$ cat src/rtl/sr_pkg.sv
// Shared definitions for the SR latch drive controller: FSM state encoding,
// default timing parameters and the counter load helper.
package sr_pkg;

  typedef enum logic [1:0] {
    ST_IDLE  = 2'd0,
    ST_GAP   = 2'd1,
    ST_PULSE = 2'd2,
    ST_CHECK = 2'd3
  } sr_state_e;

  localparam int DEF_PULSE_CYCLES   = 2;
  localparam int DEF_GAP_CYCLES     = 1;
  localparam int DEF_TIMEOUT_CYCLES = 8;

  localparam int CNT_W = 8;

  // A phase lasting N cycles loads N-1 and ends on the cycle the counter reads zero.
  function automatic logic [CNT_W-1:0] cnt_load(input int cycles);
    if (cycles <= 0) return '0;
    return CNT_W'(cycles - 1);
  endfunction

endpackage

$ cat src/rtl/sr_cycle_counter.sv
// Loadable 8-bit down-counter with a zero flag; times the GAP, PULSE and
// CHECK phases of sr_drive_ctrl.
module sr_cycle_counter
  import sr_pkg::*;
(
  input  logic             clk,
  input  logic             rst_n,
  input  logic             load,
  input  logic [CNT_W-1:0] load_val,
  input  logic             dec,
  output logic             zero
);

  logic [CNT_W-1:0] count_q, count_d;

  // Next count: load has priority, decrement saturates at zero.
  always_comb begin
    count_d = count_q;
    if (load) begin
      count_d = load_val;
    end else if (dec && (count_q != '0)) begin
      count_d = count_q - 1'b1;
    end
  end

  // Count register.
  // NOTE: sequential state uses non-blocking assignments so every flop samples pre-edge values.
  always_ff @(posedge clk or negedge rst_n) begin
    if (!rst_n) count_q <= '0;
    else        count_q <= count_d;
  end

  assign zero = (count_q == '0);

endmodule

$ cat src/rtl/sr_drive_ctrl.sv
// SR latch drive controller: accepts set/reset commands, inserts dead time,
// pulses S or R, then waits for the latch readback to confirm or time out.
// Optional feature macro: SR_DRIVE_SKIP_REDUNDANT_EN -- when defined, a command
// that asks for the level already confirmed (and no error pending) completes
// on the next cycle without driving the latch.
module sr_drive_ctrl
  import sr_pkg::*;
#(
  parameter int PULSE_CYCLES   = DEF_PULSE_CYCLES,
  parameter int GAP_CYCLES     = DEF_GAP_CYCLES,
  parameter int TIMEOUT_CYCLES = DEF_TIMEOUT_CYCLES
) (
  input  logic clk,
  input  logic rst_n,
  input  logic req_valid,
  input  logic req_level,
  output logic req_ready,
  input  logic q_fb,
  input  logic err_clr,
  output logic S,
  output logic R,
  output logic done,
  output logic err,
  output logic level
);

  localparam logic [CNT_W-1:0] GAP_LOAD     = cnt_load(GAP_CYCLES);
  localparam logic [CNT_W-1:0] PULSE_LOAD   = cnt_load(PULSE_CYCLES);
  localparam logic [CNT_W-1:0] TIMEOUT_LOAD = cnt_load(TIMEOUT_CYCLES);

  sr_state_e state_q, state_d;
  logic target_q, target_d;
  logic s_q, s_d;
  logic r_q, r_d;
  logic done_q, done_d;
  logic err_q, err_d;
  logic level_q, level_d;

  logic             cnt_load_en;
  logic [CNT_W-1:0] cnt_load_val;
  logic             cnt_dec;
  logic             cnt_zero;
  logic             skip;

  sr_cycle_counter u_cnt (
    .clk      (clk),
    .rst_n    (rst_n),
    .load     (cnt_load_en),
    .load_val (cnt_load_val),
    .dec      (cnt_dec),
    .zero     (cnt_zero)
  );

  // Redundant-command detection; only active with the optional feature built in.
`ifdef SR_DRIVE_SKIP_REDUNDANT_EN
  assign skip = (req_level == level_q) && !err_q;
`else
  assign skip = 1'b0;
`endif

  // Next-state, counter control and registered-output next values.
  // NOTE: every signal gets a default before the case so no path leaves it unassigned (no latches).
  always_comb begin
    state_d      = state_q;
    target_d     = target_q;
    done_d       = 1'b0;
    err_d        = err_q;
    level_d      = level_q;
    cnt_load_en  = 1'b0;
    cnt_load_val = '0;
    cnt_dec      = 1'b0;

    // Clear first so a timeout on the same cycle still wins.
    if (err_clr) err_d = 1'b0;

    case (state_q)
      ST_IDLE: begin
        if (req_valid) begin
          target_d = req_level;
          if (skip) begin
            done_d = 1'b1;
          end else if (GAP_CYCLES == 0) begin
            state_d      = ST_PULSE;
            cnt_load_en  = 1'b1;
            cnt_load_val = PULSE_LOAD;
          end else begin
            state_d      = ST_GAP;
            cnt_load_en  = 1'b1;
            cnt_load_val = GAP_LOAD;
          end
        end
      end
      ST_GAP: begin
        if (cnt_zero) begin
          state_d      = ST_PULSE;
          cnt_load_en  = 1'b1;
          cnt_load_val = PULSE_LOAD;
        end else begin
          cnt_dec = 1'b1;
        end
      end
      ST_PULSE: begin
        if (cnt_zero) begin
          state_d      = ST_CHECK;
          cnt_load_en  = 1'b1;
          cnt_load_val = TIMEOUT_LOAD;
        end else begin
          cnt_dec = 1'b1;
        end
      end
      ST_CHECK: begin
        if (q_fb == target_q) begin
          done_d  = 1'b1;
          level_d = target_q;
          state_d = ST_IDLE;
        end else if (cnt_zero) begin
          err_d   = 1'b1;
          state_d = ST_IDLE;
        end else begin
          cnt_dec = 1'b1;
        end
      end
      default: state_d = ST_IDLE;
    endcase

    // Drives follow the next state, so S/R are registered and mutually exclusive by construction.
    s_d = (state_d == ST_PULSE) &&  target_d;
    r_d = (state_d == ST_PULSE) && !target_d;
  end

  // State and output registers; reset forces the latch drives low immediately.
  always_ff @(posedge clk or negedge rst_n) begin
    if (!rst_n) begin
      state_q  <= ST_IDLE;
      target_q <= 1'b0;
      s_q      <= 1'b0;
      r_q      <= 1'b0;
      done_q   <= 1'b0;
      err_q    <= 1'b0;
      level_q  <= 1'b0;
    end else begin
      state_q  <= state_d;
      target_q <= target_d;
      s_q      <= s_d;
      r_q      <= r_d;
      done_q   <= done_d;
      err_q    <= err_d;
      level_q  <= level_d;
    end
  end

  assign req_ready = (state_q == ST_IDLE);
  assign S         = s_q;
  assign R         = r_q;
  assign done      = done_q;
  assign err       = err_q;
  assign level     = level_q;

endmodule

$ cat config.mk
export PLATFORM = sky130hd
export DESIGN_NAME = sr_drive_ctrl
export DESIGN_NICKNAME = d
export VERILOG_FILES = /design/src/rtl/sr_pkg.sv /design/src/rtl/sr_cycle_counter.sv /design/src/rtl/sr_drive_ctrl.sv
export SDC_FILE = /design/constraint.sdc
export NUM_CORES = 1
export LEC_CHECK = 0
export BUFFER_PORTS_ARGS = -buffer_cell sky130_fd_sc_hd__buf_4
export CORE_MARGIN = 2
export CORE_UTILIZATION = 56
export CTS_CLUSTER_DIAMETER = 50
export DETAILED_ROUTE_END_ITERATION = 10
export MAX_ROUTING_LAYER = met4
export PLACE_DENSITY = 0.87
export REMOVE_ABC_BUFFERS = 1
export SYNTH_ARGS = -nofsm -noshare
export SYNTH_HDL_FRONTEND = slang
export SYNTH_HIERARCHICAL = 1
export SYNTH_SLANG_ARGS = --single-unit
$ cat constraint.sdc
create_clock -name clk -period 3.5 [get_ports clk]
set_input_delay 0.875 -clock clk [delete_from_list [all_inputs] [get_ports clk]]
set_output_delay 0.875 -clock clk [all_outputs]
set_load 0.02 [all_outputs]
-- Yosys cells after proc, flatten, opt, wreduce, memory -nomap -nowiden
Index checks and enable logic that the tools add are counted.
- memories: 0
- register bits after elaboration: 16
- ROM bits: 0
- bits in writable memories: 0
- bits in latches: 0
- input port bits: 6
- order comparisons: 0
- equality and inequality tests: 5
- add/subtract/negate cells: 1
- muxes and demuxes: 25
- reductions and logical operators: 10
- shift operators: 0
- bitwise logic cells: 0
- $mul: 0
- divide/modulo/power cells: 0
- operators with widths (operator ; count):
    $mux 8 ; 2
    $mux 1 ; 13
    $mux 2 ; 5
    $logic_not 8->1 ; 1
    $pmux 2 s4 ; 1
    $reduce_bool 8->1 ; 1
    $sub 8x1->8 const B ; 1
    $eq 2x2->1 const B ; 3
    $pmux 3 s2 ; 1
    $pmux 1 s2 ; 2
    $logic_and 1x1->1 ; 3
    $mux 3 ; 1
    $eq 2x1->1 const B ; 1
    $logic_not 2->1 ; 1
    $reduce_and 2->1 ; 1
    $reduce_bool 2->1 ; 1
    $reduce_or 2->1 ; 1
    $eq 1x1->1 ; 1
    $logic_not 1->1 ; 1

-- Longest topological paths before layout
- word-level depth: 7
- gate-level depth with buffers: 10
- mapped depth without buffers: 9

-- Cells and area by module
Netlist, hierarchy kept.
- modules (own cells, without submodules) (module ; instances ; cells each ; area each (µm²)):
    sr_cycle_counter ; 1 ; 58 ; 528.0
    sr_drive_ctrl ; 1 ; 55 ; 506.7

-- Least setup slack after synthesis
OpenSTA, ideal clock, no wires.
- path type: input -> register
- start point: input port q_fb
- end point: register u_cnt.count_q[7]
- cell stages on the path: 6
- path buffers: 0
- setup slack: 0.807 ns
- data arrival time: 2.567 ns
- cells stage by stage: xor2_1 > a21oi_1 > nor3_1 > or3b_1 > o311a_1 > a221o_1
- cells in the longest elaborated chain, start to end: 5
- ends and longest elaborated chain (what ; RTL line ; RTL):
    from (decl) ; sr_drive_ctrl.sv:18 ; input logic q_fb,
    $eq 1x1->1 ; sr_drive_ctrl.sv:112 ; if (q_fb == target_q) begin
    $mux 1 ; sr_drive_ctrl.sv:112 ;
    $pmux 1 s2 ; sr_drive_ctrl.sv:76 ; case (state_q)
    named net cnt_dec ; sr_drive_ctrl.sv:41 ; logic cnt_dec;
    $logic_and 1x1->1 ; sr_cycle_counter.sv:21 ; end else if (dec && (count_q != '0)) begin
    $reduce_bool 2->1 (no source line) ; - ;
    to (signal assigned) ; sr_cycle_counter.sv:30 ; else count_q <= count_d;
    to (decl) ; sr_cycle_counter.sv:14 ; logic [CNT_W-1:0] count_q, count_d;
The timed path passes the listed nets, and every way through them passes these cells.
A chain may end at the register's enable or synchronous reset.

-- Worst setup path in the final report
- start point: register u_cnt.count_q[0]
- end point: register u_cnt.count_q[7]
- RTL lines (what ; RTL line ; RTL):
    $logic_not 8->1 * ; sr_cycle_counter.sv:33 ; assign zero = (count_q == '0);
    named net cnt_zero ; sr_drive_ctrl.sv:42 ; logic cnt_zero;
    $mux 1 * ; sr_drive_ctrl.sv:94, sr_drive_ctrl.sv:103 ;
    $pmux 1 s2 * ; sr_drive_ctrl.sv:76 ;
    named net cnt_load_en ; sr_drive_ctrl.sv:39 ; logic cnt_load_en;
    $mux 8 / $reduce_bool 2->1 (equally long branches) ; - ;
The timed path passes the listed nets; every way through them passes the cells marked *. The select of a mux whose other input is x is not followed.

==> reports/metrics.csv <==
stage,metric,value,unit
placement,placed wire-length estimate,1610,um
synthesis,flop and latch count out of synthesis,16,
routing,DRT Wirelength,2120,um
synthesis,"Primary FF master, synth",dfrtp_1,
sta,Hold WS,0.431,ns
grt,global route overflow,0,
routing,first-pass iteration count of the detailed router,4,
power,Cell Pwr Density,711,mW/mm2
sta,worst setup margin,0.605,ns
run,Max Cap Viol,0,
layout,Final #Nets,148,
sta,Final Setup Violations,0,
sta,fin crit share,0.827,
layout,number of diodes,0,
placement,Placed Instances,154,
clock_network,clk slew on worst S/H paths,0.09,ns
routing,wire per inst,13.4,um
sta,relative slew slack,0.565,
grt,Tot GR Track Use,0.227,
setup_path,"Req. time, crit path",3.67,ns
floorplanning,Initial Utilization,0.599,
setup_path,"setup slack, reg-to-reg",0.60,ns
sta,post-route setup TNS,0,ns
clock_network,CTS max path bufs,2,
layout,P&R area growth vs syn,17.3,%
synthesis,number of synthesized flops with an enable pin,0,
power,Internal,0.000494,W
setup_path,WP data arrival,3.07,ns
outcome,status,"finished, final reports clean",
setup_path,R2R depth,10,
sta,max-slew violations,0,
power,VDD IR max,388,uV
power,switching share of total power,0.428,
grt,largest net degree at the start of global routing,17,
clock_network,TritonCTS Buffers,3,
synthesis,Avg Inst Size Synth,9.16,um2
clock_network,"Setup Fix Bufs, Post-CTS",0,
placement,PortBufs,11,
sta,Hold Fails Final Rpt,0,
power,Clock power frac,0.141,
setup_path,CP Launch Type,flop,
clock_network,Worst-Skew Late Latency,0.28,ns
synthesis,main combinational cell family by area after synthesis,compound AO/OA/AOI/OAI gates,
setup_path,CP Class,flop to flop,
synthesis,xor/xnor share of the synthesized area,0.00846,
min_path,HP Class,input pin to async pin,
synthesis,synthesized area,0.00103,mm2
floorplanning,Die W,47.0,um
layout,design area,0.00121,mm2
routing,via count,919,
layout,Post-Layout Cell Count,158,
setup_path,Worst Setup End Kind,flop,
clock_network,Resize count post-CTS,0,
power,Sw Pwr,0.000369,W
floorplanning,IO Pins,12,
routing,"antenna viol nets, final",0,
synthesis,Synth cell types,42,
routing,1st-iter DRT viols,32,
power,Combinational Power Share,0.499,
sta,clk_skew,0.00130,ns
setup_path,Worst Path Max Fanout,14,
layout,fillers,129,
floorplanning,die area,0.00221,mm2
layout,layout cells sized above 1,0.173,
placement,Placement Cell Area,0.00118,mm2
sta,Max Freq,345,MHz
floorplanning,Core ar.,0.00173,mm2
synthesis,Mapped Cells,113,
setup_path,Critical R2R Capture,u_cnt/count_q[7],
sta,Tmin final,2.90,ns
synthesis,Synth Area in Compound Gates,0.231,
clock_network,Max H-tree Level,1,
synthesis,sequential share of the synthesized area,0.387,
clock_network,clk sinks,16,
synthesis,post-synthesis adder-cell area fraction,0.0967,
grt,antenna violations before repair,0,
clock_network,clk root buf,clkbuf_4,
routing,# DRC,0,
floorplanning,Die Height,47.0,um
clock_network,CTS tree,done,
synthesis,mux cell area share after synthesis,0.0254,
synthesis,Synth Area in Simple Gates,0.207,
grt,first-pass GRT wire length,3460,um
power,P_leak,0.536,nW
power,sequential power share,0.361,
synthesis,"Async S/R FF share, synth",1.00,
routing,Vias/cell,5.82,
grt,vias in the first global route,850,
setup_path,Crit Reg-Reg Startpoint,u_cnt/count_q[0],
floorplanning,FP Rows,15,
clock_network,hold_buf cts,0,
sta,RSZ-0062 raised after global routing,no,
placement,dpl ws,0.651,ns
placement,placer congestion estimate,0.822,
synthesis,synth warn,6,
sta,worst-margin pin slew,0.647,ns
-- final cells by class --
cell class / count / area, um2 / area share
Sequential cell: 16 / 400 / 0.330
Clock buffer: 4 / 36.3 / 0.0299
Multi-Input combinational cell: 90 / 607 / 0.500
Inverter: 9 / 33.8 / 0.0278
Timing Repair Buffer: 14 / 105 / 0.0866
Tap cell: 25 / 31.3 / 0.0258
-- worst max-delay path: stages, from the launching register on --
cell      delay (ns)
dfrtp_1         0.41
inv_1           0.11
ha_1            0.21
or3b_2          0.49
nor2_1          0.30
nand2_1         0.13
a21oi_1         0.15
buf_4           0.21
clkinv_1        0.26
o311a_1         0.23
a221o_1         0.27
-- power by group through the flow --
stage               clock [W]  sequential (W)  combinational (W)
finish               0.000121        0.000311           0.000430
global route         0.000135        0.000320           0.000477
CTS                  0.000128        0.000309           0.000427
detailed placement          0        0.000313           0.000423
global placement            0        0.000310           0.000412
floorplan                   0        0.000299           0.000322
-- stage by stage --
| step | utilization | power, W |
|---|---|---|
| final | 0.703 | 0.000863 |
| after global routing | 0.703 | 0.000932 |
| after CTS | 0.703 | 0.000864 |
| after detailed placement | 0.682 | 0.000736 |
| after global placement | 0.682 | 0.000722 |
| after floorplan | - | 0.000621 |
-- Yosys cell counts (2+ instances only) --
| cell type | instances | area share |
|---|---|---|
| dfrtp_1 | 16 | 0.39 |
| nor2_1 | 10 | 0.036 |
| ha_1 | 8 | 0.097 |
| inv_1 | 8 | 0.029 |
| a21oi_1 | 7 | 0.034 |
| nand2_1 | 7 | 0.025 |
| o21ai_0 | 7 | 0.034 |
| nor3_1 | 4 | 0.019 |
| nand3_1 | 3 | 0.015 |
| nor3b_1 | 3 | 0.022 |
| or4_1 | 3 | 0.022 |
| a221o_1 | 2 | 0.019 |
| a2bb2oi_1 | 2 | 0.017 |
| a31oi_1 | 2 | 0.012 |
| nand4_1 | 2 | 0.012 |
| or3_1 | 2 | 0.012 |
| or3b_1 | 2 | 0.017 |
-- how the worst max path moves through the flow --
stage,startpoint,endpoint,slack [ns],cells after the start
floorplan,u_cnt/count_q[0],u_cnt/count_q[7],0.39,9
CTS,u_cnt/count_q[0],u_cnt/count_q[7],0.63,10
global placement,q_fb,u_cnt/count_q[7],0.73,8
finish,u_cnt/count_q[0],u_cnt/count_q[7],0.60,10
detailed placement,q_fb,u_cnt/count_q[7],0.65,8
global route,u_cnt/count_q[0],u_cnt/count_q[7],0.47,10
-- metal layers --
metal	track usage	part of all wire
met1	0.252	0.42
met2	0.408	0.53
met3	0.0231	0.036
met4	0.0944	0.014
met5	-	0
-- flip-flops by register name, indices dropped and copies added, names as in the netlist --
register,count
target_q,1
done,1
state_q,2
level,1
R,1
err,1
S,1
u_cnt/count_q,8
-- logic make-up after synthesis --
group,after synthesis
AND/OR/NAND/NOR,40
AO/OA/AOI/OAI,34
flip-flops,16
buffers and inverters,11
adder cells (fa/ha/maj),8
multiplexers,2
other,1
XOR/XNOR,1
-- cells in the final DEF (no fill, tap or decap), types with 2 or more instances in the layout --
master	n
nand2_1	7
nor3_1	4
or4_1	3
nand4_1	2
or3_1	2
nor3b_1	3
a221o_1	2
conb_1	5
a31oi_1	2
a21oi_1	7
nand3_1	3
a2bb2oi_1	2
nor2_1	10
o21ai_0	7
or3b_1	2
inv_1	8
clkbuf_4	3
dfrtp_1	16
ha_1	8
buf_4	14
No activity file was read; power rests on OpenSTA's default activity.
